**src/rtl/mem_master.sv**
```systemverilog
// Write initiator: queues upstream write requests in a small FIFO and issues them
// over a valid/ready memory write port, counting completions and flagging stalls.
module mem_master #(
  parameter int DEPTH   = 4,
  parameter int ADDR_W  = 3,
  parameter int DATA_W  = 3,
  parameter int TIMEOUT = 64
) (
  input  logic              clk,
  input  logic              rst_n,
  input  logic              req_valid,
  input  logic [ADDR_W-1:0] req_addr,
  input  logic [DATA_W-1:0] req_value,
  output logic              req_ready,
  output logic              valid,
  output logic [ADDR_W-1:0] data_in_addr,
  output logic [DATA_W-1:0] data_in_value,
  input  logic              ready,
  output logic [7:0]        wr_count,
  output logic              idle,
  output logic              timeout_err
);

  localparam int PW = $clog2(DEPTH);
  localparam int SW = $clog2(TIMEOUT + 1);

  typedef enum logic {IDLE, SEND} state_t;
  state_t state;

  logic [ADDR_W-1:0] fifo_addr  [DEPTH];
  logic [DATA_W-1:0] fifo_value [DEPTH];
  logic [PW-1:0]     wr_ptr;
  logic [PW-1:0]     rd_ptr;
  logic [PW:0]       occ;
  logic [SW-1:0]     stall_cnt;
  logic              push;
  logic              pop;
  logic              handshake;
  logic              fifo_empty;

  // Both sides use valid/ready: a transfer happens on a rising edge where both are
  // high; the initiator holds valid and its payload unchanged until that edge.
  assign fifo_empty = (occ == '0);
  assign req_ready  = (occ < (PW+1)'(DEPTH));
  assign push       = req_valid && req_ready;
  assign handshake  = valid && ready;
  assign pop        = !fifo_empty && ((state == IDLE) || handshake);
  assign idle       = fifo_empty && !valid;

  // Storage needs no reset: entries are only read behind the occupancy count.
  always_ff @(posedge clk) begin
    if (push) begin
      fifo_addr[wr_ptr]  <= req_addr;
      fifo_value[wr_ptr] <= req_value;
    end
  end

  always_ff @(posedge clk or negedge rst_n) begin
    if (!rst_n) begin
      wr_ptr <= '0;
      rd_ptr <= '0;
      occ    <= '0;
    end else begin
      if (push) wr_ptr <= wr_ptr + 1'b1;
      if (pop)  rd_ptr <= rd_ptr + 1'b1;
      case ({push, pop})
        2'b10:   occ <= occ + 1'b1;
        2'b01:   occ <= occ - 1'b1;
        default: ;
      endcase
    end
  end

  always_ff @(posedge clk or negedge rst_n) begin
    if (!rst_n) begin
      state         <= IDLE;
      valid         <= 1'b0;
      data_in_addr  <= '0;
      data_in_value <= '0;
      wr_count      <= '0;
      stall_cnt     <= '0;
      timeout_err   <= 1'b0;
    end else begin
      if (handshake) wr_count <= wr_count + 8'd1;

      // Stall timer saturates; the error flag is sticky until reset.
      if (!valid || handshake)
        stall_cnt <= '0;
      else if (stall_cnt != SW'(TIMEOUT))
        stall_cnt <= stall_cnt + 1'b1;
      if (valid && !ready && stall_cnt == SW'(TIMEOUT - 1))
        timeout_err <= 1'b1;

      case (state)
        IDLE: begin
          if (!fifo_empty) begin
            data_in_addr  <= fifo_addr[rd_ptr];
            data_in_value <= fifo_value[rd_ptr];
            valid         <= 1'b1;
            state         <= SEND;
          end else begin
            valid <= 1'b0;
          end
        end
        SEND: begin
          if (handshake) begin
            if (!fifo_empty) begin
              data_in_addr  <= fifo_addr[rd_ptr];
              data_in_value <= fifo_value[rd_ptr];
            end else begin
              valid <= 1'b0;
              state <= IDLE;
            end
          end
        end
        default: state <= IDLE;
      endcase
    end
  end

endmodule

```
**config.mk**
```make
export PLATFORM = sky130hd
export DESIGN_NAME = mem_master
export DESIGN_NICKNAME = d
export VERILOG_FILES = /design/src/rtl/mem_master.sv
export SDC_FILE = /design/constraint.sdc
export NUM_CORES = 1
export LEC_CHECK = 0
export CAP_MARGIN = 20
export CORE_MARGIN = 8
export CORE_UTILIZATION = 39
export DETAILED_ROUTE_END_ITERATION = 8
export DONT_BUFFER_PORTS = 1
export MAX_ROUTING_LAYER = met4
export PLACE_DENSITY = 0.5
export SLEW_MARGIN = 25
export SYNTH_ARGS = -nofsm -noshare
export SYNTH_HDL_FRONTEND = slang
export SYNTH_SLANG_ARGS = --single-unit
```
**constraint.sdc**
```tcl
create_clock -name clk -period 2.4 [get_ports clk]
set_input_delay 0.36 -clock clk [delete_from_list [all_inputs] [get_ports clk]]
set_output_delay 0.36 -clock clk [all_outputs]
set_load 0.02 [all_outputs]
```
==> results of run 1 <==
## cell type report
type	count	area (um^2)	share of cell area
clock inverters	2	17.5	0.00687
repair buffers	3	37.5	0.0147
well taps	75	93.8	0.0368
clock buffers	6	72.6	0.0285
inverters	10	37.5	0.0147
flip-flops and latches	55	1500	0.587
multi-input cells	95	793	0.311
## placed cells by master (no fill, tap or decap), types with 2 or more instances in the layout
cell,n
nand3_1,4
dfrtp_1,31
a21oi_1,5
nand4_1,4
xnor2_1,12
nor2_1,3
and3_1,2
mux2_2,6
nor2b_1,3
ha_1,8
or3_1,4
clkinv_4,2
clkbuf_8,5
nor3_1,3
mux4_2,6
xor2_1,3
and2_1,5
nand2b_1,2
edfxtp_1,24
o21ai_0,6
inv_1,10
nand2_1,11
## timing repair
item,4_1_cts,5_1_grt
endpoints found under the setup margin,0,1
hold buffers,2,0
endpoints found under the hold margin,31,0
resized for setup,0,1
## registers in the layout (all words and copies together) (netlist names)
| register | flops |
|---|---|
| fifo_addr | 12 |
| fifo_value | 12 |
| wr_count | 8 |
| stall_cnt | 7 |
| data_in_addr | 3 |
| data_in_value | 3 |
| occ | 3 |
| rd_ptr | 2 |
| wr_ptr | 2 |
| state | 1 |
| timeout_err | 1 |
| valid | 1 |
## logic make-up after synthesis
family                   Yosys count
buffers and inverters             15
AND/OR/NAND/NOR                   44
adder cells (fa/ha/maj)            9
AO/OA/AOI/OAI                     15
flip-flops                        55
XOR/XNOR                          15
multiplexers                      12
## per-layer routing
metal,routed length (um),vias to the layer above
met5,0,-
met4,63,0
li1,-,590
met3,225,5
met2,2020,17
met1,1720,616
## through the flow
step,total power [mW],hold slack [ps]
after floorplan,2.21,64.4
after global placement,2.38,65.5
after detailed placement,2.44,65.5
after CTS,2.96,130
after global routing,3.14,122
final,2.91,143
## worst max-delay path: cells and delay by family, from the launching register on
family                     cells  cell delay [ps]
DFF                            1              420
AOI/OAI and AO/OA              2              320
buffers and inverters          1               70
and+or+nand+nor                1              460
adders and majority gates      2              660
## path summary, 6_finish.rpt
path | cells after the start | endpoint | slack (ps) | from
min in group asynchronous | 2 | data_in_addr[2]$_DFFE_PN0P_ | 500 | rst_n
max in group asynchronous | 2 | wr_count[3]$_DFFE_PN0P_ | 1730 | rst_n
worst max register to register | 6 | occ[1]$_DFFE_PN0P_ | 390 | occ[0]$_DFFE_PN0P_
worst max-delay path | 6 | occ[1]$_DFFE_PN0P_ | 390 | occ[0]$_DFFE_PN0P_
worst min register to register | 1 | timeout_err$_DFFE_PN0P_ | 500 | stall_cnt[6]$_DFFE_PN0P_
worst min-delay path | 0 | fifo_addr[1][1]$_DFFE_PP_ | 140 | req_addr[1]
## where the power goes
group          total [mW]  switching [mW]  internal [mW]
Clock               0.500           0.290          0.210
Combinational       0.808           0.399          0.409
Sequential           1.60           0.372           1.23
Total                2.91            1.06           1.85
==> summary.txt, run 1 <==
Syn Inst Count = 165
M2 GR Usage = 0.168
# clock sinks = 55
core area = 5850 um^2
Max transition margin = 0.656
Die Height = 93.5 um
syn_area_per_cell = 14.2 um^2
Sum Neg Setup Slack = 0 ps
Final Non-Filler Cells = 246
first-pass GRT wire length = 6830 um
DR vias = 1228
crit path max fanout = 8
Slowest Stage Delay on Critical Path = 460 ps
crit start category = register
WL per Instance = 16.4 um
count leader, synth = dfrtp_1
row count = 28
largest net degree at the start of global routing = 32
Max IR drop VDD = 475 uV
Synth top cells by count = 31 x dfrtp_1, 24 x edfxtp_1, 12 x xnor2_1
clock latency at the later pin of the worst-skew pair = 300 ps
slowest CP cell = nor3_1
GR Util met3 = 0.0433
leak pwr = 0.982 nW
post-synth net total = 184
pwr dens = 1140 nW/um^2
layout cells sized above 1 = 0.140
CTS H-tree depth = 2
Post-Synth Adder-Cell Area = 0.0513
area share of and/or/nand/nor cells after synthesis = 0.103
EDFF count, synth = 24
CTS root buf = clkbuf_8
Worst Setup End Kind = register
Filler Cell Count = 539
CP Cell Sequence = nor3_1 > a21oi_4 > ha_1 > inv_1 > fa_1 > o21ai_0
Yosys top cell by area = dfrtp_1
required time of the critical path = 2620 ps
# IOs = 28
outcome = finished, final reports clean
drt first pass iters = 4
top post-synthesis cells by area = dfrtp_1 33%, edfxtp_1 31%, mux4_2 5.8%, xnor2_1 4.5%, ha_1 4.3%
design area = 2550 um^2
initial antenna violation count = 0
vias in the first global route = 1349
Setup WS pre-CTS = 225 ps
Hold Crit Class = primary input to register
initial cell density of the core = 0.400
Hold Fails Final Rpt = 0
setup ws final = 389 ps
post-synthesis sequential area ratio = 0.640
worst clock skew = 8.16 ps
clock-pin slew on the worst setup and hold paths = 100 ps
kind of critical path = register to register
Tot GR Track Use = 0.105
Warnings, synthesis = 0
post-route antenna net violation count = 0
HPWL after detailed placement = 2930 um
RSZ-0062 raised after global routing = false
DP Area = 2420 um^2
DR DRC count = 0
WP data arrival = 2230 ps
fraction of the mapped netlist area in compound gates = 0.0385
via/cell ratio = 4.99
Main synth FF type = dfrtp_1
mux cell area share after synthesis = 0.0866
Max-Cap Viols = 0
area grow syn2layout = 8.93%
largest family of logic cells by synthesized area = simple AND/OR/NAND/NOR gates
die width = 93.5 um
CTS max path bufs = 2
met1 Use GR = 0.114
flops & latches, synth = 55
grt peak-use layer = met2
async set-reset flop share out of synthesis = 0.564
final worst-path cycle share = 0.838
Final Setup Violations = 0
CTS tree = done
final antenna diode count = 0
Congestion Overflow GR = 0
Netlist cell types = 31
dpl cells = 236
Tightest Pin Transition = 512 ps
CTS buffer count = 5
RD Place Congestion = 0.751
Layout Nets = 189
Die Area = 8730 um^2
Synth Area in XOR/XNOR = 0.0561
Post-Syn Area = 2340 um^2
Post-CTS Setup Inserts = 0
area share of the largest cell type after synthesis = 0.332
fin. max-slew vios = 0
Iteration-0 DRC Markers = 49
post-route minimum period = 2010 ps
IO buf count = 0
Routed WL = 4030 um
Layout Utilization = 0.436
fmax = 497 MHz
No activity file was read; power rests on OpenSTA's default activity.
==> run 2, diff against run 1 <==
--- a/config.mk
+++ b/config.mk
@@ -11,7 +11,7 @@
 export DETAILED_ROUTE_END_ITERATION = 8
 export DONT_BUFFER_PORTS = 1
 export MAX_ROUTING_LAYER = met4
-export PLACE_DENSITY = 0.5
+export PLACE_DENSITY = 0.52
 export SLEW_MARGIN = 25
 export SYNTH_ARGS = -nofsm -noshare
 export SYNTH_HDL_FRONTEND = slang
==> constraint.sdc (replaced) <==
create_clock -name clk -period 1.85 [get_ports clk]
set_input_delay 0.2775 -clock clk [delete_from_list [all_inputs] [get_ports clk]]
set_output_delay 0.2775 -clock clk [all_outputs]
set_load 0.02 [all_outputs]
==> summary.txt, run 2 (same netlist as run 1, synthesis figures left out) <==
outcome = finished, final reports clean (unchanged)
dpl cells = 239 (was 236)
layout cells sized above 1 = 0.199 (was 0.140)
crit start category = register (unchanged)
CTS tree = done (unchanged)
Psw = 1.40 mW (was 1.06 mW)
Final Non-Filler Cells = 251 (was 246)
core area = 5850 um^2 (unchanged)
fin. max-slew vios = 0 (unchanged)
final antenna diode count = 0 (unchanged)
clock group share of total power = 0.193 (was 0.172)
Iteration-0 DRC Markers = 67 (was 49)
leak pwr = 1.02 nW (was 0.982 nW)
biggest regs = fifo_addr (12), fifo_value (12), wr_count (8) (unchanged)
FF-to-FF path depth = 9 (was 6)
Routed WL = 4040 um (was 4030 um)
row count = 28 (unchanged)
area grow syn2layout = 12.7% (was 8.93%)
WP data arrival = 1460 ps (was 2230 ps)
largest net degree at the start of global routing = 32 (unchanged)
reg-to-reg endpoint = occ[2]$_DFFE_PN0P_ (was occ[1]$_DFFE_PN0P_)
Hold Crit Start = req_value[2] (was req_addr[1])
R2R Setup Slk = 130 ps (was 390 ps)
kind of critical path = register to primary output (was register to register)
sequential share of power = 0.513 (was 0.551)
IO buf count = 0 (unchanged)
combinational share of power = 0.294 (was 0.278)
Setup WS pre-CTS = 43.3 ps (was 225 ps)
DR vias = 1237 (was 1228)
first-pass GRT wire length = 6690 um (was 6830 um)
Max-Cap Viols = 0 (unchanged)
Max IR drop VDD = 720 uV (was 475 uV)
required time of the critical path = 1570 ps (was 2620 ps)
# IOs = 28 (unchanged)
Congestion Overflow GR = 0 (unchanged)
Slowest Stage Delay on Critical Path = 400 ps (was 460 ps)
CTS root buf = clkbuf_8 (unchanged)
DR DRC count = 0 (unchanged)
via/cell ratio = 4.93 (was 4.99)
CTS H-tree depth = 2 (unchanged)
most common cell after layout, fill and taps aside = dfrtp_1 (unchanged)
CTS max path bufs = 2 (unchanged)
post-route minimum period = 1740 ps
CP startpoint = occ[0]$_DFFE_PN0P_ (unchanged)
Internal = 2.63 mW (was 1.85 mW)
Layout Nets = 194 (was 189)
slowest CP cell = dfrtp_1 (was nor3_1)
worst clock skew = 13.4 ps (was 8.16 ps)
clock-pin slew on the worst setup and hold paths = 100 ps (about the same)
fmax = 575 MHz
setup ws final = 110 ps (was 389 ps)
Tightest Pin Transition = 486 ps (was 512 ps)
R2R Path Start = occ[1]$_DFFE_PN0P_ (was occ[0]$_DFFE_PN0P_)
initial cell density of the core = 0.400 (unchanged)
Sw Ratio = 0.348 (was 0.364)
CTS buffer count = 5 (unchanged)
WL per Instance = 16.1 um (was 16.4 um)
Tot GR Track Use = 0.104 (was 0.105)
Max transition margin = 0.676 (was 0.656)
Die Area = 8730 um^2 (unchanged)
most frequent cells in the layout = 30 x dfrtp_1, 24 x edfxtp_1, 12 x xnor2_1 (was 31 x dfrtp_1, 24 x edfxtp_1, 12 x xnor2_1)
Seq. cell area = 1500 um^2 (about the same)
drt first pass iters = 4 (unchanged)
HPWL after detailed placement = 2860 um (was 2930 um)
total power = 4.03 mW (was 2.91 mW)
final worst-path cycle share = 0.941
pwr dens = 1530 nW/um^2 (was 1140 nW/um^2)
multi-input logic area = 823 um^2 (was 793 um^2)
Worst Setup End Kind = primary output (was register)
Final Setup Violations = 0 (unchanged)
CP Cell Sequence = buf_4 > or3_1 > nor2_2 (was nor3_1 > a21oi_4 > ha_1 > inv_1 > fa_1 > o21ai_0)
Worst Hold Depth = 0 (unchanged)
RD Place Congestion = 0.743 (was 0.751)
# clock sinks = 55 (unchanged)
Hold Crit Class = primary input to register (unchanged)
crit path max fanout = 3 (was 8)
Hold Fails Final Rpt = 0 (unchanged)
Layout Utilization = 0.451 (was 0.436)
Hold Crit Endpoint = fifo_value[3][2]$_DFFE_PP_ (was fifo_addr[1][1]$_DFFE_PP_)
vias in the first global route = 1331 (was 1349)
die width = 93.5 um (unchanged)
initial antenna violation count = 0 (unchanged)
clock latency at the later pin of the worst-skew pair = 310 ps (was 300 ps)
post-route antenna net violation count = 0 (unchanged)
Filler Cell Count = 509 (was 539)
Die Height = 93.5 um (unchanged)
RSZ-0062 raised after global routing = true (was false)
run 2: changes by cell type in the layout (fill, tap and decap cells not counted), sizes merged:
cell | before | now
buf | 2 | 7
clkinv | 2 | 0
bufinv | 0 | 1
clkinvlp | 0 | 1
run 2: worst max path at each step:
stage	end	slack, ps
after global placement	occ[2]$_DFFE_PN0P_	140
after floorplan	occ[2]$_DFFE_PN0P_	20
final	idle	110
after detailed placement	occ[2]$_DFFE_PN0P_	40
after CTS	occ[2]$_DFFE_PN0P_	20
after global routing	occ[2]$_DFFE_PN0P_	-30
run 2: critical path: cells and delay by family (launching register included):
family                 cells  cell delay (ps)
buffers and inverters      1              150
flip-flops                 1              400
AND/OR/NAND/NOR            2              610
run 2: per-layer routing:
metal  vias up  wire [um]  GRT usage
met1       619       1720      0.119
met3         5        195     0.0345
met4         0         62     0.0403
met2        16       2060      0.166
li1        597          -          -
met5         -          0          -
run 2: cell type report:
| cell class | instances | share of cell area |
|---|---|---|
| clock inverter | 2 | 0.0142 |
| tap | 75 | 0.0356 |
| inverter | 10 | 0.0142 |
| clock buffer | 6 | 0.0275 |
| multi-input combinational | 95 | 0.312 |
| timing repair buffer | 8 | 0.0285 |
| sequential | 55 | 0.568 |
run 2: power groups by stage:
stage                     combinational, mW  sequential (mW)  clock, mW
after floorplan                       0.921             1.99          0
after global placement                 1.04             2.10          0
after detailed placement               1.10             2.12          0
after CTS                              1.13             2.10      0.805
after global routing                   1.34             2.13      0.847
final                                  1.18             2.07      0.780
run 2: metrics by stage:
stage | area, um^2 | hold WS, ps | setup TNS, ps
2_1_floorplan | 2360 | -18.1 | 0
3_3_place_gp | 2460 | -17.1 | 0
3_5_place_dp | 2460 | -17.0 | 0
4_1_cts | 2610 | 48.1 | 0
5_1_grt | 2640 | 38.1 | -25.8
6_report | 2640 | 55.0 | 0
run 2: what timing repair did:
action | 4_1_cts | 5_1_grt
resized for setup | 0 | 3
hold buffers | 2 | 0
setup buffers | 0 | 2
endpoints found under the hold margin | 31 | 0
setup endpoints to repair | 0 | 2
==> run 3, diff against run 2 <==
--- a/config.mk
+++ b/config.mk
@@ -10,6 +10,7 @@
 export CORE_UTILIZATION = 39
 export DETAILED_ROUTE_END_ITERATION = 8
 export DONT_BUFFER_PORTS = 1
+export GPL_ROUTABILITY_DRIVEN = 0
 export MAX_ROUTING_LAYER = met4
 export PLACE_DENSITY = 0.52
 export SLEW_MARGIN = 25
==> results of run 3 <==
No change in the layout: final DEF, timing and power equal those of run 2.
==> edit (settings of run 2) <==
`DEPTH`: 4 -> 8.
--- a/src/rtl/mem_master.sv
+++ b/src/rtl/mem_master.sv
@@ -1,7 +1,7 @@
 // Write initiator: queues upstream write requests in a small FIFO and issues them
 // over a valid/ready memory write port, counting completions and flagging stalls.
 module mem_master #(
-  parameter int DEPTH   = 4,
+  parameter int DEPTH   = 8,
   parameter int ADDR_W  = 3,
   parameter int DATA_W  = 3,
   parameter int TIMEOUT = 64
Function: changed (a bounded check fails within 10 cycles, from zero or initial values and one cycle with rst_n low).
==> edit against run 2 <==
- the flow now finishes with violations (setup timing)
- clock skew fell by 4.3 ps
- power grew 47%
- final cell count grew 46%
- wire length rose by 37%
- sequential cell count rose by 27
- worst hold slack better by 38 ps
- cell area grew 53%
- clock power increased by 60%
- non-clock buffer count increased by 25
- area after synthesis grew 46%
- worst setup slack got worse by 170 ps
==> edit: results (changes against run 2) <==
** Logic synthesis
- The share of the synthesized area in compound gates (AO/OA/AOI/OAI) came to 0.0241 (was 0.0385).
- Synthesized instance count :: 216 (was 165)
- The adder-cell share of the synthesized area is 0.0292 (was 0.0513).
- The combinational family with the most area after synthesis is multiplexers (was simple AND/OR/NAND/NOR gates).

** Place
- Routability cong. :: 0.736 (was 0.743)

** Layout
- Fillcell total :: 766 (was 509)
- CLK BUF :: 9 (was 6)
- Design Area, Final :: 4040 µm² (was 2640 µm²)
- The multi-input logic cell count is 123 (was 95).
- The number of inverters outside the clock class in the layout came to 4 (was 10).

** Timing
- The worst-case setup margin in the final layout was -60.1 ps (was 110 ps).
- The worst-case headroom to the max-slew limit is 0.624 (was 0.676).
- The setup violation total in the final timing report was 2 (was 0).
- Setup TNS :: -82.2 ps (was 0 ps)
- Worst clock skew :: 9.16 ps (was 13.4 ps)

** Global route
- The met3 track demand over resource came to 0.0387 (was 0.0345).
- Met1 Use GR :: 0.123 (was 0.119)

** Drt
- The routed metal-1 wirelength was 2550 µm (was 1720 µm).
- Detailed router's first-iteration violation count :: 54 (was 67)

** Power
- Static leakage :: 1.55 nW (was 1.02 nW)
- The largest voltage drop on the vdd net was 0.000569 V (was 0.000720 V).

** CTS
- The post-cts sizing count was 2 (was 0).

** Run status
- Run status: complete, but fails checks (was completed).
- Violations in the final reports :: setup timing

** Min path
- The worst hold path depth came to 2 (was 0).
## edit: changes by cell type after synthesis, moves of 6 or more
| cell | run 2 | this run |
|---|---|---|
| edfxtp_1 | 24 | 48 |
| inv_1 | 10 | 4 |
| mux2i_1 | 0 | 7 |
| nor2_1 | 3 | 20 |
| o21ai_0 | 6 | 0 |
| xor2_1 | 3 | 11 |
## edit: cell families (layout without fill, tap and decap cells)
group / Yosys count / in the layout
buffers and inverters: 11 / 53
adder cells (fa/ha/maj): 8 / 8
XOR/XNOR: 22 / 22
AND/OR/NAND/NOR: 57 / 57
multiplexers: 23 / 23
AO/OA/AOI/OAI: 13 / 13
flip-flops: 82 / 82
## edit: power by group through the flow
stage / sequential [mW] / combinational [mW] / clock (mW)
3_5_place_dp: 2.95 / 1.71 / 0
2_1_floorplan: 2.81 / 1.38 / 0
4_1_cts: 2.91 / 1.80 / 1.30
3_3_place_gp: 2.94 / 1.71 / 0
6_report: 2.89 / 1.77 / 1.25
5_1_grt: 2.96 / 2.00 / 1.37
